--- src/rtl/jtbubl_arb_pkg.sv ---
// jtbubl_arb_pkg: shared types and constants for the SDRAM ROM arbiter.
// Slot order is main, sub, MCU, sound, GFX.
package jtbubl_arb_pkg;

  typedef enum logic [1:0] {
    IDLE,
    WAIT_ACK,
    WAIT_DATA
  } state_t;

  localparam int DEF_NSLOT = 5;
  localparam int DEF_AW    = 22;

  localparam int MAIN = 0;
  localparam int SUB  = 1;
  localparam int MCU  = 2;
  localparam int SND  = 3;
  localparam int GFX  = 4;

endpackage

--- src/rtl/jtbubl_sdram_arb_if.sv ---
// jtbubl_sdram_arb_if: read-port handshake between the ROM arbiter
// and the SDRAM controller.
interface jtbubl_sdram_arb_if #(
  parameter int AW = jtbubl_arb_pkg::DEF_AW
);

  logic          sdram_req;
  logic [AW-1:0] sdram_addr;
  logic          sdram_ack;
  logic          data_rdy;
  logic [31:0]   data_read;

  modport master (
    output sdram_req,
    output sdram_addr,
    input  sdram_ack,
    input  data_rdy,
    input  data_read
  );

  modport slave (
    input  sdram_req,
    input  sdram_addr,
    output sdram_ack,
    output data_rdy,
    output data_read
  );

endinterface

--- src/rtl/jtbubl_arb_rr.sv ---
// jtbubl_arb_rr: combinational round-robin picker with a vblank
// override that favours the GFX slot.
module jtbubl_arb_rr #(
  parameter int NSLOT    = 5,
  parameter int GFX_SLOT = 4,
  parameter int IW       = $clog2(NSLOT)
) (
  input  logic [NSLOT-1:0] pending,
  input  logic [IW-1:0]    ptr,
  input  logic             vblank,
  output logic [IW-1:0]    win,
  output logic             found
);

  logic [IW:0]   sum;
  logic [IW-1:0] idx;

  always_comb begin
    win   = '0;
    found = 1'b0;
    sum   = '0;
    idx   = '0;
    for (int k = 0; k < NSLOT; k++) begin
      sum = {1'b0, ptr} + (IW+1)'(k);
      if (sum >= (IW+1)'(NSLOT))
        sum = sum - (IW+1)'(NSLOT);
      idx = sum[IW-1:0];
      if (!found && pending[idx]) begin
        found = 1'b1;
        win   = idx;
      end
    end
    if (vblank && pending[GFX_SLOT]) begin
      found = 1'b1;
      win   = IW'(GFX_SLOT);
    end
  end

endmodule

--- src/rtl/jtbubl_sdram_arb.sv ---
// jtbubl_sdram_arb: shares the SDRAM read port between the ROM slots.
// Define JTBUBL_ARB_PREFETCH_EN for the slot-0 next-word prefetch.
module jtbubl_sdram_arb
  import jtbubl_arb_pkg::*;
#(
  parameter int NSLOT    = DEF_NSLOT,
  parameter int AW       = DEF_AW,
  parameter int GFX_SLOT = GFX
) (
  input  logic                clk,
  input  logic                rstn,
  input  logic                downloading,
  input  logic                vblank,
  input  logic [NSLOT-1:0]    slot_cs,
  input  logic [NSLOT*AW-1:0] slot_addr,
  output logic [NSLOT-1:0]    slot_ok,
  output logic [NSLOT*32-1:0] slot_dout,
  jtbubl_sdram_arb_if.master  sdram,
  output logic                refresh_en
);

  localparam int IW = $clog2(NSLOT);

  state_t            state, state_nx;
  logic [AW-1:0]     lat_addr [NSLOT];
  logic [31:0]       dbuf     [NSLOT];
  logic [NSLOT-1:0]  valid;
  logic [NSLOT-1:0]  pending;
  logic [NSLOT-1:0]  hit_mask;
  logic [IW-1:0]     ptr, win, pick;
  logic              found;
  logic              grant, capture;

  always_comb begin
    slot_ok   = '0;
    slot_dout = '0;
    for (int i = 0; i < NSLOT; i++) begin
      slot_ok[i] = slot_cs[i] & valid[i]
                 & (slot_addr[i*AW+:AW] == lat_addr[i]);
      slot_dout[i*32+:32] = dbuf[i];
    end
  end

`ifdef JTBUBL_ARB_PREFETCH_EN
  logic          pf_arm, pf_busy, pf_valid;
  logic          pf_go, pf_hit;
  logic [AW-1:0] pf_addr;
  logic [31:0]   pf_buf;

  // a hit is served from the second buffer without an SDRAM access
  assign pf_hit = pf_valid & slot_cs[MAIN] & ~slot_ok[MAIN]
                & ~downloading
                & (slot_addr[MAIN*AW+:AW] == pf_addr);
  assign hit_mask = NSLOT'(pf_hit);
`else
  assign hit_mask = '0;
`endif

  assign pending = slot_cs & ~slot_ok & ~hit_mask
                 & {NSLOT{~downloading}};

  assign refresh_en = (state == IDLE) & ~|pending;

  jtbubl_arb_rr #(
    .NSLOT    (NSLOT),
    .GFX_SLOT (GFX_SLOT),
    .IW       (IW)
  ) u_rr (
    .pending (pending),
    .ptr     (ptr),
    .vblank  (vblank),
    .win     (pick),
    .found   (found)
  );

  always_ff @(posedge clk or negedge rstn) begin
    if (!rstn) state <= IDLE;
    else       state <= state_nx;
  end

  always_comb begin
    state_nx = state;
    grant    = 1'b0;
    capture  = 1'b0;
`ifdef JTBUBL_ARB_PREFETCH_EN
    pf_go    = 1'b0;
`endif
    unique case (state)
      IDLE: begin
        if (found) begin
          grant    = 1'b1;
          state_nx = WAIT_ACK;
        end
`ifdef JTBUBL_ARB_PREFETCH_EN
        else if (pf_arm && !downloading) begin
          pf_go    = 1'b1;
          state_nx = WAIT_ACK;
        end
`endif
      end
      WAIT_ACK: begin
        if (sdram.sdram_ack) begin
          capture  = sdram.data_rdy;
          state_nx = sdram.data_rdy ? IDLE : WAIT_DATA;
        end
      end
      WAIT_DATA: begin
        if (sdram.data_rdy) begin
          capture  = 1'b1;
          state_nx = IDLE;
        end
      end
      default: state_nx = IDLE;
    endcase
  end

  always_ff @(posedge clk or negedge rstn) begin
    if (!rstn) begin
      sdram.sdram_req  <= 1'b0;
      sdram.sdram_addr <= '0;
      win              <= '0;
      ptr              <= '0;
      valid            <= '0;
      for (int i = 0; i < NSLOT; i++) begin
        lat_addr[i] <= '0;
        dbuf[i]     <= '0;
      end
`ifdef JTBUBL_ARB_PREFETCH_EN
      pf_arm   <= 1'b0;
      pf_busy  <= 1'b0;
      pf_valid <= 1'b0;
      pf_addr  <= '0;
      pf_buf   <= '0;
`endif
    end else begin
`ifdef JTBUBL_ARB_PREFETCH_EN
      if (pf_hit) begin
        dbuf[MAIN]     <= pf_buf;
        lat_addr[MAIN] <= pf_addr;
        valid[MAIN]    <= 1'b1;
        pf_valid       <= 1'b0;
        pf_arm         <= 1'b1;
      end
      if (pf_go) begin
        pf_busy          <= 1'b1;
        pf_arm           <= 1'b0;
        sdram.sdram_req  <= 1'b1;
        sdram.sdram_addr <= lat_addr[MAIN] + 1'b1;
      end
`endif
      if (grant) begin
        win              <= pick;
        ptr              <= (pick == IW'(NSLOT-1)) ? '0 : pick + 1'b1;
        sdram.sdram_req  <= 1'b1;
        sdram.sdram_addr <= slot_addr[pick*AW+:AW];
      end
      if (state == WAIT_ACK && sdram.sdram_ack)
        sdram.sdram_req <= 1'b0;
      if (capture) begin
`ifdef JTBUBL_ARB_PREFETCH_EN
        if (pf_busy) begin
          pf_buf   <= sdram.data_read;
          pf_addr  <= sdram.sdram_addr;
          pf_valid <= 1'b1;
          pf_busy  <= 1'b0;
        end else
`endif
        begin
          dbuf[win]     <= sdram.data_read;
          lat_addr[win] <= sdram.sdram_addr;
          valid[win]    <= 1'b1;
`ifdef JTBUBL_ARB_PREFETCH_EN
          if (win == IW'(MAIN)) pf_arm <= 1'b1;
`endif
        end
      end
      // a ROM load invalidates everything, even a word landing now
      if (downloading) begin
        valid <= '0;
`ifdef JTBUBL_ARB_PREFETCH_EN
        pf_valid <= 1'b0;
        pf_arm   <= 1'b0;
`endif
      end
    end
  end

endmodule
--- src/flat_wrapper.sv ---
// flat-port wrapper written by rule: the top's interface ports become plain ports
module jtbubl_sdram_arb_flat import jtbubl_arb_pkg::*;
#(
  parameter int NSLOT    = DEF_NSLOT,
  parameter int AW       = DEF_AW,
  parameter int GFX_SLOT = GFX
)
  (clk, rstn, downloading, vblank, slot_cs, slot_addr, slot_ok, slot_dout, refresh_en, sdram_sdram_req, sdram_sdram_addr, sdram_sdram_ack, sdram_data_rdy, sdram_data_read);
  jtbubl_sdram_arb_if #(.AW(AW)) sdram_i ();
  input  logic clk;
  input  logic rstn;
  input  logic downloading;
  input  logic vblank;
  input  logic [NSLOT-1:0] slot_cs;
  input  logic [NSLOT*AW-1:0] slot_addr;
  output logic [NSLOT-1:0] slot_ok;
  output logic [NSLOT*32-1:0] slot_dout;
  output logic refresh_en;
  output wire logic [$bits(sdram_i.sdram_req)-1:0] sdram_sdram_req;
  output wire logic [$bits(sdram_i.sdram_addr)-1:0] sdram_sdram_addr;
  input wire logic [$bits(sdram_i.sdram_ack)-1:0] sdram_sdram_ack;
  input wire logic [$bits(sdram_i.data_rdy)-1:0] sdram_data_rdy;
  input wire logic [$bits(sdram_i.data_read)-1:0] sdram_data_read;
  assign sdram_sdram_req = sdram_i.sdram_req;
  assign sdram_sdram_addr = sdram_i.sdram_addr;
  assign sdram_i.sdram_ack = sdram_sdram_ack;
  assign sdram_i.data_rdy = sdram_data_rdy;
  assign sdram_i.data_read = sdram_data_read;
  jtbubl_sdram_arb #(.NSLOT(NSLOT), .AW(AW), .GFX_SLOT(GFX_SLOT)) u_core (.clk(clk), .rstn(rstn), .downloading(downloading), .vblank(vblank), .slot_cs(slot_cs), .slot_addr(slot_addr), .slot_ok(slot_ok), .slot_dout(slot_dout), .sdram(sdram_i), .refresh_en(refresh_en));
endmodule
--- config.mk ---
export PLATFORM = sky130hd
export DESIGN_NAME = jtbubl_sdram_arb_flat
export DESIGN_NICKNAME = d
export VERILOG_FILES = /design/src/rtl/jtbubl_arb_pkg.sv /design/src/rtl/jtbubl_sdram_arb_if.sv /design/src/rtl/jtbubl_arb_rr.sv /design/src/rtl/jtbubl_sdram_arb.sv /design/src/flat_wrapper.sv
export SDC_FILE = /design/constraint.sdc
export NUM_CORES = 1
export LEC_CHECK = 0
export BUFFER_PORTS_ARGS = -buffer_cell sky130_fd_sc_hd__buf_2
export CAP_MARGIN = 15
export CORE_MARGIN = 1.5
export CORE_UTILIZATION = 40
export DETAILED_ROUTE_END_ITERATION = 8
export PLACE_DENSITY = 0.75
export SYNTH_ARGS = -nofsm -noshare
export SYNTH_HDL_FRONTEND = slang
export SYNTH_SLANG_ARGS = --single-unit
--- constraint.sdc ---
create_clock -name clk -period 4.3 [get_ports clk]
set_input_delay 0.86 -clock clk [delete_from_list [all_inputs] [get_ports clk]]
set_output_delay 0.86 -clock clk [all_outputs]
set_load 0.05 [all_outputs]
# [Word level (Yosys, flattened, before mapping)]
# Index checks and enable logic that the tools add are counted.
[op_classes] n_eq_ne=11 reduce_logical=18 n_lt_le_gt_ge=14 n_mux=50 bitwise_logic=17 shifts=1 add_sub_neg=10 mul=1
[ops] operator="bitwise mux 160 bit" count=1
[ops] operator="bitwise mux 110 bit" count=1
[ops] operator="equality test 22 bit" count=5
[ops] operator="indexed part select 110 x 9 -> 22 bit" count=1
[ops] operator="demux 32 bit (select 3 bit)" count=1
[ops] operator="demux 22 bit (select 3 bit)" count=1
[ops] operator="two-way mux 3 bit" count=12
[ops] operator="two-way mux 32 bit" count=1
[ops] operator="< comparator 3 x 4 -> 1 bit (second input constant)" count=6
[ops] operator="two-way mux 22 bit" count=1
[ops] operator="two-way mux 1 bit" count=18
[ops] operator=">= comparator 4 x 3 -> 1 bit (second input constant)" count=4
[ops] operator="binary-select mux 1 bit (select 3 bit)" count=5
[ops] operator="subtractor 3 bit (second input constant)" count=5
[ops] operator="bitwise AND 1 bit" count=11
[ops] operator="bitwise AND 5 bit" count=2
[ops] operator="two-way mux 5 bit" count=2
[ops] operator="adder 3 x 2 -> 4 bit (second input constant)" count=2
[ops] operator="logical AND 1 bit" count=8
[ops] operator="two-way mux 2 bit" count=4
[ops] operator="multiplier 3 x 4 -> 7 bit (second input constant)" count=1
[ops] operator="case mux 2 bit (3 select lines)" count=1
[ops] operator="logical NOT 1 bit" count=5
[ops] operator="NOT 5 bit" count=1
[ops] operator="other kinds (21)" count=23
[word_totals] inputBits=153 regBits=306

# [Logic depth before layout (Yosys ltp)]
# Gate-level depths: netlist (run 1).
[depth] depth_word=25 depth_mapped=20 depth_no_buf=18

# [Cells and area by module]
# Synthesis (run 1) repeated with hierarchy kept, for this count alone.
[hier_totals] hier_cells=1073 hier_area_um2=14485.1
[modules_own_cells] module="jtbubl_sdram_arb" cells_per_inst=929 seq_area_each_um2=7657.3 area_per_inst_um2=13402.9 instances=1
[modules_own_cells] module="jtbubl_arb_rr" cells_per_inst=144 seq_area_each_um2=0.0 area_per_inst_um2=1082.3 instances=1

# [Worst setup path before layout (run 1)]
# OpenSTA, ideal clock, no wires.
[synth_timing] path_kind="input to register" start="in slot_addr[4]" end="reg u_core.ptr[2]" path_buffers=2 t_required_ns=4.217 cell_stages=15 arrival_time_ns=4.085 setup_slack_ns=0.133 cell_sequence="xor2_1 > or4_1 > or4_4 > o21ai_2 > o21ai_1 > a311o_1 > and4_1 > a221oi_2 > buf_6 > buf_6 > inv_1 > ha_1 > nor3_1 > a21oi_1 > o21ai_0"
[synth_via] elab_chain_cells=23 word_cells_on_any_way=40 cone_classes="add/sub: 1; eq/ne: 2; mux: 25; bitwise: 4; reduce/logical: 8"
[synth_lines] element="from (decl)" line="flat_wrapper.sv:15" rtl="input logic [NSLOT*AW-1:0] slot_addr;"
[synth_lines] element="equality test 22 bit (*)" line="jtbubl_sdram_arb.sv:39" rtl="& (slot_addr[i*AW+:AW] == lat_addr[i]);"
[synth_lines] element="bitwise AND 1 bit (*)" line="jtbubl_sdram_arb.sv:39"
[synth_lines] element="NOT 5 bit (*)" line="jtbubl_sdram_arb.sv:59" rtl="assign pending = slot_cs & ~slot_ok & ~hit_mask"
[synth_lines] element="bitwise AND 5 bit (*)" line="jtbubl_sdram_arb.sv:59"
[synth_lines] element="bitwise AND 5 bit (*)" line="jtbubl_sdram_arb.sv:60" rtl="& {NSLOT{~downloading}};"
[synth_lines] element="binary-select mux 1 bit (select 3 bit)" line="jtbubl_arb_rr.sv:28" rtl="if (!found && pending[idx]) begin"
[synth_lines] element="two-way mux 1 bit (implied by the code)" line="jtbubl_arb_rr.sv:28"
[synth_lines] element="two-way mux 1 bit" line="jtbubl_arb_rr.sv:28"
[synth_lines] element="(+8 left out)"
[synth_lines] element="two-way mux 1 bit" line="jtbubl_arb_rr.sv:28"
[synth_lines] element="logical NOT 1 bit" line="jtbubl_arb_rr.sv:28"
[synth_lines] element="logical AND 1 bit" line="jtbubl_arb_rr.sv:28"
[synth_lines] element="two-way mux 3 bit (*)" line="jtbubl_arb_rr.sv:28"
[synth_lines] element="two-way mux 3 bit (*)" line="jtbubl_arb_rr.sv:33" rtl="if (vblank && pending[GFX_SLOT]) begin"
[synth_lines] element="named net u_core.pick[1]" line="jtbubl_sdram_arb.sv:30" rtl="logic [IW-1:0] ptr, win, pick;"
[synth_lines] element="adder 3 x 1 -> 3 bit or equality test 3 bit (tied branches)" line="jtbubl_sdram_arb.sv:153" rtl="ptr <= (pick == IW'(NSLOT-1)) ? '0 : pick + 1'b1;"
[synth_lines] element="two-way mux 3 bit (*)" line="jtbubl_sdram_arb.sv:153"
[synth_lines] element="to (signal assigned)" line="jtbubl_sdram_arb.sv:153"
[synth_lines] element="to (decl)" line="jtbubl_sdram_arb.sv:30"
# The timed path passes the listed nets; every way through them passes the cells marked *. The select of a mux whose other input is x is not followed.
# A chain may end at the register's enable or synchronous reset.

# [Final worst setup path (run 1)]
[layout_timing] start="in slot_addr[59]" end="out refresh_en"
[layout_via] elab_chain_cells=8
[layout_lines] element="equality test 22 bit" line="jtbubl_sdram_arb.sv:39"
[layout_lines] element="bitwise AND 1 bit" line="jtbubl_sdram_arb.sv:39"
[layout_lines] element="NOT 5 bit" line="jtbubl_sdram_arb.sv:59"
[layout_lines] element="bitwise AND 5 bit" line="jtbubl_sdram_arb.sv:59"
[layout_lines] element="bitwise AND 5 bit" line="jtbubl_sdram_arb.sv:60"
[layout_lines] element="OR reduction 5 bit" line="jtbubl_sdram_arb.sv:62" rtl="assign refresh_en = (state == IDLE) & ~|pending;"
[layout_lines] element="logical NOT 1 bit" line="jtbubl_sdram_arb.sv:62"
[layout_lines] element="bitwise AND 1 bit" line="jtbubl_sdram_arb.sv:62"
[layout_lines] element="to (decl)" line="flat_wrapper.sv:18" rtl="output logic refresh_en;"
# No other way between the ends.

==> summary.log, run 1 <==
qor: route.drtIter0Drc 680
qor: sta.final.period_utilization 0.960
qor: sta.timing.max_slew.rel_slack 0.296
qor: hold_path.worst_hold_path_type in2async
qor: synthesis.synth-seq-cells 306
qor: route.remaining_drc_errors 0
qor: sta.hold_viol 0
qor: route.routed_via_density 5.49
qor: global_route.antenna_found_initial 5
qor: synthesis.synthesis.nets 1,300
qor: global_route.total_routing_resource_utilization_after_global_routing 0.239
qor: worst_setup_path.type_of_the_worst_setup_path in2out
qor: floorplan.die_x 195 um
qor: sta.final_max_slew_viol_count 0
qor: clock_tree.cts.path.max_buffers 3
qor: floorplan.io-pin-count 342
qor: cells_and_area.final_nets 1,716
qor: cells_and_area.seqCellArea 7660 um2
qor: worst_setup_path.worst_setup_path_start_kind input pin
qor: clock_tree.clk-insertion-delay-late 0.54 ns
qor: sta.final_critical_path_setup_slack 0.173 ns
qor: worst_setup_path.worst-endpoint-required 3.44 ns
qor: floorplan.die_area 38,000 um2
qor: place.place_congestion 0.924
qor: clock_tree.number_of_buffers_inserted_during_clock_tree_synthesis 35
qor: clock_tree.clockRootBuffer sky130_fd_sc_hd__clkbuf_16
qor: synthesis.synth_ff_type sky130_fd_sc_hd__dfrtp_1
qor: synthesis.synth_enable_flop_cells 0
qor: route.first_pass_iters 7
qor: sta.holdWs 0.368 ns
qor: cells_and_area.drive_above_1_share 0.497
qor: synthesis.post_synth_inst_count 1,133
qor: sta.report.final.setup_viol 0
qor: synthesis.async_flop_share 1.00
qor: floorplan.design.core.area 36,400 um2
qor: cells_and_area.num-fill-cells 3,135
qor: place.pre_cts_setup_slack -0.336 ns
qor: worst_setup_path.kind_of_capture_point_of_the_worst_setup_path output pin
qor: synthesis.ys_seq_area_frac 0.520
qor: place.place_hpwl 33,500 um
qor: sta.final_period_minus_worst_setup_slack 4.13 ns
qor: clock_tree.tritoncts done
qor: run.cap_viol_max_count 0
qor: route.route.vias.total 11,218
qor: sta.timing_worst_slew_pin_value 1.06 ns
qor: route.ant_nets 0
qor: sta.fin_skew 0.0265 ns
qor: route.route.final.wire_length 45,700 um
qor: synthesis.ys.warnings.count 0
qor: route.post_drt_wl_per_cell 22.4 um
qor: global_route.grt_max_degree 101
qor: sta.grt_setup_unrepaired false
qor: global_route.grt_overflow_total 0
qor: synthesis.synth_cell_types 70
qor: sta.max_clock_freq 242 MHz
qor: place.port-buffer-count 341
qor: synthesis.avgSynthCellArea 13.0 um2
qor: floorplan.floorplan.initialDensity 0.404
qor: floorplan.die_boundary_height 195 um
qor: global_route.grt_pass1_vias 11,808
qor: status.run_status complete, no violations
qor: clock_tree.cts_hold_repair.buffers 0
qor: synthesis.netlist_area_before_placement 14,700 um2
qor: global_route.first_pass_grt_wire_length 69,800 um
qor: cells_and_area.multiInputGateArea 6820 um2
qor: floorplan.rows 70
qor: cells_and_area.area_growth 27.8%
qor: worst_setup_path.arrival 3.27 ns
qor: clock_tree.htreeDepth 2
qor: clock_tree.clk_pin_slew 0.06 ns
qor: clock_tree.cts_num_sinks 306
qor: worst_setup_path.timing.critical_path.fanout_max 5
critical path: stages:
cell	delay, ns
sky130_fd_sc_hd__buf_2	0.11
sky130_fd_sc_hd__xnor2_1	0.16
sky130_fd_sc_hd__buf_4	0.15
sky130_fd_sc_hd__or4b_1	0.47
sky130_fd_sc_hd__nor4_2	0.35
sky130_fd_sc_hd__a21oi_1	0.25
sky130_fd_sc_hd__buf_4	0.20
sky130_fd_sc_hd__nor4_1	0.24
sky130_fd_sc_hd__and3_1	0.18
sky130_fd_sc_hd__buf_2	0.27
layer usage:
| layer | vias up | global-route usage | part of all wire |
|---|---|---|---|
| met5 | - | 0 | 0.00079 |
| met4 | 6 | 0.0930 | 0.033 |
| met3 | 104 | 0.0569 | 0.081 |
| met2 | 467 | 0.386 | 0.47 |
| met1 | 5672 | 0.309 | 0.41 |
| li1 | 4969 | - | - |
cells in the mapped netlist, types with 3 or more instances:
cell | instances | area (um2)
sky130_fd_sc_hd__o2bb2ai_1 | 3 | 26.3
sky130_fd_sc_hd__o22ai_1 | 21 | 131
sky130_fd_sc_hd__a21o_1 | 3 | 22.5
sky130_fd_sc_hd__inv_1 | 19 | 71.3
sky130_fd_sc_hd__nand2_1 | 27 | 101
sky130_fd_sc_hd__nand3_1 | 9 | 45.0
sky130_fd_sc_hd__a21oi_1 | 21 | 105
sky130_fd_sc_hd__buf_2 | 5 | 25.0
sky130_fd_sc_hd__ha_1 | 13 | 163
sky130_fd_sc_hd__clkbuf_1 | 38 | 143
sky130_fd_sc_hd__nand4_1 | 13 | 81.3
sky130_fd_sc_hd__buf_6 | 5 | 56.3
sky130_fd_sc_hd__a221o_1 | 21 | 210
sky130_fd_sc_hd__and3b_1 | 3 | 26.3
sky130_fd_sc_hd__and4_1 | 5 | 43.8
sky130_fd_sc_hd__xor2_1 | 87 | 762
sky130_fd_sc_hd__and2_1 | 5 | 31.3
sky130_fd_sc_hd__nor2_1 | 30 | 113
sky130_fd_sc_hd__a211oi_1 | 6 | 45.0
sky130_fd_sc_hd__o21ai_0 | 13 | 65.1
sky130_fd_sc_hd__xnor2_1 | 28 | 245
sky130_fd_sc_hd__nor4b_1 | 3 | 26.3
sky130_fd_sc_hd__dfrtp_1 | 306 | 7660
sky130_fd_sc_hd__nor4_1 | 29 | 181
sky130_fd_sc_hd__or4_1 | 4 | 30.0
sky130_fd_sc_hd__o211ai_1 | 4 | 30.0
sky130_fd_sc_hd__nor2b_1 | 9 | 56.3
sky130_fd_sc_hd__nor3_1 | 16 | 80.1
sky130_fd_sc_hd__and3_1 | 4 | 25.0
sky130_fd_sc_hd__o21a_1 | 6 | 45.0
sky130_fd_sc_hd__mux2_2 | 272 | 3060
sky130_fd_sc_hd__mux2i_1 | 49 | 490
sky130_fd_sc_hd__nand2b_1 | 9 | 56.3
path summary, 6_finish.rpt:
kind | startpoint | endpoint | slack, ns | cells past startpoint
worst max register to register | u_core.ptr[0] | u_core.sdram.sdram_addr[8] | 0.24 | 16
worst min-delay path | rstn | u_core.lat_addr[6] | 0.37 | 1
worst min register to register | u_core.valid[4] | u_core.valid[4] | 0.49 | 2
worst max-delay path | slot_addr[59] | refresh_en | 0.17 | 10
min in group clk | u_core.valid[4] | u_core.valid[4] | 0.49 | 2
max in group asynchronous | rstn | u_core.slot_dout[96] | 2.98 | 2
registers in the layout, indices dropped and copies added, names as in the netlist:
name / flops
u_core.valid: 5
u_core.sdram.sdram_addr: 22
u_core.slot_dout: 160
u_core.sdram.sdram_req: 1
u_core.ptr: 3
u_core.lat_addr: 110
u_core.state: 2
u_core.win: 3
cell usage in the layout, fill, tap and decap left out, drive strengths merged, types with 5 or more instances in the layout:
cell | Yosys | layout
ha | 13 | 13
nor4 | 30 | 30
o22ai | 23 | 23
nor2b | 9 | 9
mux2 | 272 | 272
a21oi | 21 | 21
and2 | 5 | 5
inv | 19 | 21
dfrtp | 306 | 306
nand2b | 9 | 9
xor2 | 87 | 87
nand4 | 13 | 13
o21ai | 16 | 16
o21a | 6 | 6
and4 | 5 | 5
buf | 11 | 428
nand3 | 9 | 9
nor2 | 30 | 30
or4 | 5 | 5
clkinv | 1 | 11
xnor2 | 28 | 28
a211oi | 6 | 6
nand2 | 27 | 27
a221o | 21 | 21
clkbuf | 38 | 49
nor3 | 16 | 16
mux2i | 49 | 49
stage by stage:
stage          setup TNS (ns)  instances  cell area, um2   util
3_3_place_gp            -4.04       1980           17600  0.483
3_5_place_dp            -5.62       1980           17600  0.483
6_report                    0       2045           18800  0.517
4_1_cts                     0       2043           18800  0.516
2_1_floorplan               0       1133           14700      -
5_1_grt                     0       2044           18800  0.517
area by class of cell:
type,instances,share of cell area
clock inverter,14,0.00871
antenna,2,0.000266
clock buffer,49,0.0547
inverter,20,0.00399
multi-input combinational,758,0.362
sequential,306,0.407
tap,468,0.0311
timing repair buffer,428,0.132
kinds of logic (layout without fill, tap and decap cells):
| group | count (synthesis) | in the layout | synth area share |
|---|---|---|---|
| other | 0 | 2 | 0 |
| xor gates and xnor gates | 115 | 115 | 0.0684 |
| and+or+nand+nor | 180 | 180 | 0.0693 |
| AOI/OAI and AO/OA | 128 | 128 | 0.0684 |
| muxes | 321 | 321 | 0.241 |
| DFF | 306 | 306 | 0.520 |
| adders and majority gates | 14 | 14 | 0.0124 |
| buffers and inverters | 69 | 511 | 0.0206 |
repair_timing:
action | CTS | global route
resized for setup | 0 | 6
setup buffers | 0 | 0
endpoints found under the setup margin | 0 | 17
Power of run 1 is not shown: default switching activity piles up to over one toggle a cycle in this logic, so the estimate is an artifact.
==> run 2, diff against run 1 <==
--- a/config.mk
+++ b/config.mk
@@ -10,7 +10,6 @@
 export CORE_MARGIN = 1.5
 export CORE_UTILIZATION = 40
 export DETAILED_ROUTE_END_ITERATION = 8
-export PLACE_DENSITY = 0.75
 export SYNTH_ARGS = -nofsm -noshare
 export SYNTH_HDL_FRONTEND = slang
 export SYNTH_SLANG_ARGS = --single-unit
==> run 2 against run 1 <==
- wire length up 1.2%
- via count down 0.32%
- sequential share of layout area down 0.051 points
- critical path type unchanged
- core utilization up 0.065 points
- register-to-register slack better by 0.04 ns
- largest cell class unchanged
==> summary.log, run 2 (same netlist as run 1, synthesis figures left out) <==
qor: global_route.global_routing_s_busiest_layer met2
qor: sta.timing.max_slew.rel_slack 0.347
qor: sta.final_max_slew_viol_count 0
qor: cells_and_area.layout_commonest_cell sky130_fd_sc_hd__buf_2
qor: clock_tree.clk-insertion-delay-late 0.55 ns
qor: floorplan.die_boundary_height 195 um
qor: worst_setup_path.arrival 3.24 ns
qor: route.routed_via_density 5.45
qor: route.route.final.wire_length 46,300 um
qor: worst_setup_path.timing.critical_path.fanout_max 5
qor: global_route.grt_pass1_vias 11,390
qor: global_route.first_pass_grt_wire_length 69,800 um
qor: global_route.grt_overflow_total 0
qor: global_route.antenna_found_initial 1
qor: sta.timing_worst_slew_pin_value 0.980 ns
qor: route.remaining_drc_errors 0
qor: sta.final_period_minus_worst_setup_slack 4.10 ns
qor: clock_tree.tritoncts done
qor: hold_path.worst_hold_path_type in2async
qor: cells_and_area.final_nets 1,723
qor: clock_tree.cts.path.max_buffers 3
qor: floorplan.io-pin-count 342
qor: floorplan.die_area 38,000 um2
qor: power.irDropWorstVdd 0.627 mV
qor: global_route.groute.layer.met2.usage 0.390
qor: power.power_density_over_the_cells 1010 nW/um2
qor: sta.report.final.setup_viol 0
qor: floorplan.floorplan.initialDensity 0.404
qor: clock_tree.clk_pin_slew 0.06 ns
qor: route.ant_nets 0
qor: sta.fin_skew 0.0251 ns
qor: global_route.grt_max_degree 77
qor: clock_tree.number_of_buffers_inserted_during_clock_tree_synthesis 35
qor: cells_and_area.largest_reg_flops 160
qor: power.power_leakage 9.50 nW
qor: place.place_congestion 0.941
qor: worst_setup_path.worst-endpoint-required 3.44 ns
qor: sta.final.period_utilization 0.952
qor: clock_tree.cts_hold_repair.buffers 0
qor: floorplan.design.core.area 36,400 um2
qor: global_route.total_routing_resource_utilization_after_global_routing 0.242
qor: route.route.vias.total 11,182
qor: place.place_hpwl 33,500 um
qor: global_route.groute.layer.met1.usage 0.320
qor: cells_and_area.postLayoutCellArea 18,800 um2
qor: worst_setup_path.kind_of_capture_point_of_the_worst_setup_path output pin
qor: sta.holdWs 0.311 ns
qor: status.run_status complete, no violations
qor: place.place_area 17,700 um2
qor: clock_tree.cts_num_sinks 306
qor: worst_setup_path.worst_setup_path_start_kind input pin
qor: power.total_power 0.0191 W
qor: worst_setup_path.type_of_the_worst_setup_path in2out
qor: run.cap_viol_max_count 0
qor: route.first_pass_iters 6
qor: clock_tree.htreeDepth 2
qor: cells_and_area.num-fill-cells 3,221
qor: sta.hold_viol 0
qor: floorplan.rows 70
qor: route.post_drt_wl_per_cell 22.6 um
qor: global_route.met3_routing_resource_usage_after_global_routing 0.0640
qor: sta.max_clock_freq 244 MHz
qor: cells_and_area.finalCoreUtilization 0.517
qor: clock_tree.clockRootBuffer sky130_fd_sc_hd__clkbuf_16
qor: cells_and_area.commonest_non_fill_non_tap_cells_in_the_layout sky130_fd_sc_hd__buf_2, sky130_fd_sc_hd__dfrtp_1, sky130_fd_sc_hd__mux2_2, sky130_fd_sc_hd__xor2_1, sky130_fd_sc_hd__buf_4
qor: floorplan.die_x 195 um
qor: place.port-buffer-count 341
qor: cells_and_area.area_growth 28.0%
qor: sta.grt_setup_unrepaired false
qor: cells_and_area.drive_above_1_share 0.498
qor: route.drtIter0Drc 682
## run 2: cell types whose count changed in the layout (fill, tap and decap cells not counted), sizes merged
cell and delta:
buf +7, clkinvlp +2, clkinv -3, inv -1
diode -1, clkbuf +2
## run 2: final timing paths
| check | cells past startpoint | startpoint | to | slack [ns] |
|---|---|---|---|---|
| min in group clk | 1 | u_core.slot_dout[136] | u_core.slot_dout[136] | 0.50 |
| hold / removal | 1 | rstn | u_core.lat_addr[15] | 0.31 |
| setup / recovery | 9 | slot_addr[47] | refresh_en | 0.20 |
| setup reg to reg | 13 | u_core.lat_addr[92] | u_core.sdram.sdram_addr[4] | 0.28 |
| max in group asynchronous | 2 | rstn | u_core.sdram.sdram_addr[1] | 2.93 |
| hold reg to reg | 1 | u_core.slot_dout[136] | u_core.slot_dout[136] | 0.50 |
## run 2: repair_timing
item                                    in CTS  in global routing
endpoints found under the setup margin       0                 23
resized for setup                            0                  5
setup buffers                                0                  2
## run 2: through the flow
step | instances | setup TNS [ns] | setup slack [ns]
after floorplan | 1133 | 0 | 0.133
after global routing | 2051 | 0 | 0.0289
after detailed placement | 1985 | -8.29 | -0.409
after global placement | 1985 | -5.62 | -0.323
final | 2051 | 0 | 0.205
after CTS | 2048 | 0 | 0.119
## run 2: per-layer routing
metal	part of all wire	up-vias
met3	0.079	80
met2	0.47	453
li1	-	4997
met4	0.025	0
met5	0	-
met1	0.43	5652
## run 2: worst max-delay path, cell delays in order
cell,delay (ns)
sky130_fd_sc_hd__buf_2,0.13
sky130_fd_sc_hd__xor2_1,0.18
sky130_fd_sc_hd__or4_1,0.55
sky130_fd_sc_hd__nor4_2,0.36
sky130_fd_sc_hd__a21oi_1,0.23
sky130_fd_sc_hd__buf_4,0.18
sky130_fd_sc_hd__nor4_1,0.22
sky130_fd_sc_hd__and3_1,0.22
sky130_fd_sc_hd__buf_2,0.29
## run 2: layout make-up
class | instances | area (um2) | share of cell area
Inverter | 20 | 75.1 | 0.00398
Timing Repair Buffer | 435 | 2530 | 0.134
Sequential cell | 306 | 7660 | 0.406
Clock inverter | 12 | 134 | 0.00710
Tap cell | 468 | 586 | 0.0311
Clock buffer | 51 | 1040 | 0.0550
Multi-Input combinational cell | 758 | 6820 | 0.362
Antenna cell | 1 | 2.50 | 0.000133
## run 2: power by group
group / leakage (nW) / switching, W / internal (W)
logic: 4.90 / 0.00680 / 0.00432
clock network: 0.573 / 0.00123 / 0.00180
registers: 4.02 / 0.000843 / 0.00411
Note: power is estimated with default switching activity, not from simulation.
==> run 3, diff against run 2 <==
--- a/config.mk
+++ b/config.mk
@@ -8,8 +8,9 @@
 export BUFFER_PORTS_ARGS = -buffer_cell sky130_fd_sc_hd__buf_2
 export CAP_MARGIN = 15
 export CORE_MARGIN = 1.5
-export CORE_UTILIZATION = 40
+export CORE_UTILIZATION = 49
 export DETAILED_ROUTE_END_ITERATION = 8
+export PLACE_DENSITY = 0.77
 export SYNTH_ARGS = -nofsm -noshare
 export SYNTH_HDL_FRONTEND = slang
 export SYNTH_SLANG_ARGS = --single-unit
==> constraint.sdc (replaced) <==
create_clock -name clk -period 4.3 [get_ports clk]
set_input_delay 0.86 -clock clk [delete_from_list [all_inputs] [get_ports clk]]
set_output_delay 0.86 -clock clk [all_outputs]
set_load 0.1 [all_outputs]
==> run 3 against run 2 <==
- via count rose by 1.5%
- final area barely moved
- core utilization is 12 points higher
- critical path type is now in2reg
- maximum frequency decreased by 1.3%
- clock skew up 0.0061 ns
- critical endpoint is now u_core.sdram.sdram_addr[4]
- hold slack better by 0.031 ns
- global-route usage rose by 3.9 points
- largest cell class unchanged
==> summary.log, run 3 (same netlist as run 1, synthesis figures left out) <==
qor: sta.max_clock_freq 241 MHz
qor: route.drtIter0Drc 705
qor: clock_tree.htreeDepth 2
qor: sta.fin_skew 0.0311 ns
qor: place.pre_cts_setup_slack -0.322 ns
qor: place.place.detailed.instances 1,902
qor: sta.report.final.setup_viol 0
qor: sta.timing.max_slew.rel_slack 0.460
qor: route.post_drt_wl_per_cell 22.6 um
qor: clock_tree.tritoncts done
qor: worst_setup_path.startpoint_of_the_worst_register_to_register_path u_core.lat_addr[59]
qor: sta.final_max_slew_viol_count 0
qor: floorplan.die_boundary_height 176 um
qor: cells_and_area.drive_above_1_share 0.503
qor: worst_setup_path.setup.reg_to_reg.worst_slack 0.20 ns
qor: worst_setup_path.critical_path.max_stage_delay 0.48 ns
qor: floorplan.die_area 31,100 um2
qor: floorplan.rows 63
qor: clock_tree.clk_pin_slew 0.06 ns
qor: cells_and_area.largest_reg_flops 160
qor: clock_tree.clockRootBuffer sky130_fd_sc_hd__clkbuf_16
qor: worst_setup_path.worstSetupStartpoint slot_addr[59]
qor: place.place_congestion 0.986
qor: cells_and_area.layout_commonest_cell sky130_fd_sc_hd__buf_2
qor: clock_tree.cts_num_sinks 306
qor: sta.final.period_utilization 0.965
qor: global_route.total_routing_resource_utilization_after_global_routing 0.282
qor: clock_tree.clk-insertion-delay-late 0.53 ns
qor: route.routed_via_density 5.77
qor: worst_setup_path.timing.critical_path.cells buf_2 > xnor2_1 > buf_4 > or4b_1 > nor4_2 > a21oi_1 > a2bb2o_1 > buf_4 > a2111oi_4 > and4_1 > a221oi_4 > buf_12 > buf_12 > mux2i_1 > o22ai_2 > a221o_1
qor: worst_setup_path.worst_setup_path_start_kind input pin
qor: global_route.grt_max_degree 100
qor: worst_setup_path.type_of_the_worst_setup_path in2reg
qor: route.route.vias.total 11,351
qor: place.port-buffer-count 341
qor: place.place_hpwl 32,400 um
qor: worst_setup_path.cpMaxStageDelayCell sky130_fd_sc_hd__or4b_1
qor: sta.final_period_minus_worst_setup_slack 4.15 ns
qor: floorplan.design.core.area 29,600 um2
qor: worst_setup_path.crit_path_capture u_core.sdram.sdram_addr[4]
qor: global_route.antenna_found_initial 0
qor: hold_path.worst_hold_path_type in2async
qor: route.remaining_drc_errors 0
qor: floorplan.io-pin-count 342
qor: cells_and_area.final-instance-count-excl-fill 1,966
qor: worst_setup_path.worst-endpoint-required 4.70 ns
qor: worst_setup_path.worstReg2RegEnd u_core.sdram.sdram_addr[4]
qor: sta.final_critical_path_setup_slack 0.151 ns
qor: status.run_status complete, no violations
qor: worst_setup_path.timing.critical_path.fanout_max 12
qor: worst_setup_path.kind_of_capture_point_of_the_worst_setup_path register
qor: clock_tree.cts_hold_repair.buffers 0
qor: cells_and_area.final_nets 1,717
qor: floorplan.die_x 176 um
qor: global_route.grt_pass1_vias 11,795
qor: cells_and_area.antennaDiodeCount 0
qor: sta.fin_setup_tns 0 ns
qor: sta.timing_worst_slew_pin_value 0.810 ns
qor: worst_setup_path.worstRegToRegCells 15
qor: worst_setup_path.arrival 4.55 ns
qor: route.route.final.wire_length 44,400 um
qor: global_route.first_pass_grt_wire_length 67,100 um
qor: clock_tree.number_of_buffers_inserted_during_clock_tree_synthesis 35
qor: route.first_pass_iters 5
qor: clock_tree.cts.path.max_buffers 3
qor: global_route.grt_overflow_total 0
qor: cells_and_area.commonest_non_fill_non_tap_cells_in_the_layout sky130_fd_sc_hd__buf_2, sky130_fd_sc_hd__dfrtp_1, sky130_fd_sc_hd__mux2_2, sky130_fd_sc_hd__xor2_1, sky130_fd_sc_hd__buf_4
qor: floorplan.floorplan.initialDensity 0.497
qor: sta.hold_viol 0
qor: route.ant_nets 0
qor: cells_and_area.area_growth 28.0%
qor: run.cap_viol_max_count 0
[run 3: cell types whose count changed in the layout (fill, tap and decap cells not counted), moves of 2 or more]
| cell | previous run | this run |
|---|---|---|
| sky130_fd_sc_hd__buf_12 | 9 | 12 |
| sky130_fd_sc_hd__buf_4 | 85 | 77 |
| sky130_fd_sc_hd__bufinv_16 | 2 | 5 |
| sky130_fd_sc_hd__clkbuf_1 | 7 | 4 |
| sky130_fd_sc_hd__clkinv_8 | 1 | 3 |
| sky130_fd_sc_hd__ha_1 | 13 | 11 |
| sky130_fd_sc_hd__ha_2 | 0 | 2 |
| sky130_fd_sc_hd__nor3_1 | 15 | 13 |
| sky130_fd_sc_hd__nor3_2 | 1 | 3 |
[run 3: metal layers]
layer,vias to the layer above,track usage,part of all wire
met5,-,0,0
met1,5734,0.352,0.40
li1,4990,-,-
met3,105,0.0562,0.077
met4,0,0.108,0.035
met2,522,0.482,0.49
[run 3: final cells by class]
class / count / area, um2
fill: 2297 / 10800
sequential: 306 / 7660
multi-input combinational: 758 / 6850
timing repair buffer: 429 / 2530
clock buffer: 46 / 987
tap: 390 / 488
clock inverter: 17 / 268
inverter: 20 / 75.1
[run 3: worst max-delay path: cells and delay by family]
family / cells / cell delay [ns]
XOR/XNOR: 1 / 0.16
multiplexers: 1 / 0.20
AND/OR/NAND/NOR: 3 / 1.18
AO/OA/AOI/OAI: 6 / 1.34
buffers and inverters: 5 / 0.76
[run 3: worst min-delay path by stage]
stage	slack [ns]	start	to
after floorplan	0.47	u_core.valid[4]	u_core.valid[4]
after global placement	0.48	u_core.valid[1]	u_core.valid[1]
after detailed placement	0.49	u_core.valid[4]	u_core.valid[4]
after CTS	0.39	rstn	u_core.lat_addr[103]
after global routing	0.42	rstn	u_core.lat_addr[103]
final	0.34	rstn	u_core.lat_addr[103]
[run 3: what timing repair did]
action,in CTS,in global routing
setup endpoints to repair,0,25
setup buffers,0,1
gates resized for setup,0,10
[run 3: per-stage QoR]
step / util / cell area [um2] / hold WS [ns]
detailed placement: 0.593 / 17600 / 0.488
finish: 0.636 / 18900 / 0.342
global placement: 0.593 / 17600 / 0.480
CTS: 0.635 / 18800 / 0.387
floorplan: - / 14700 / 0.466
global route: 0.636 / 18900 / 0.422
Power of run 3 is left out for the same reason.
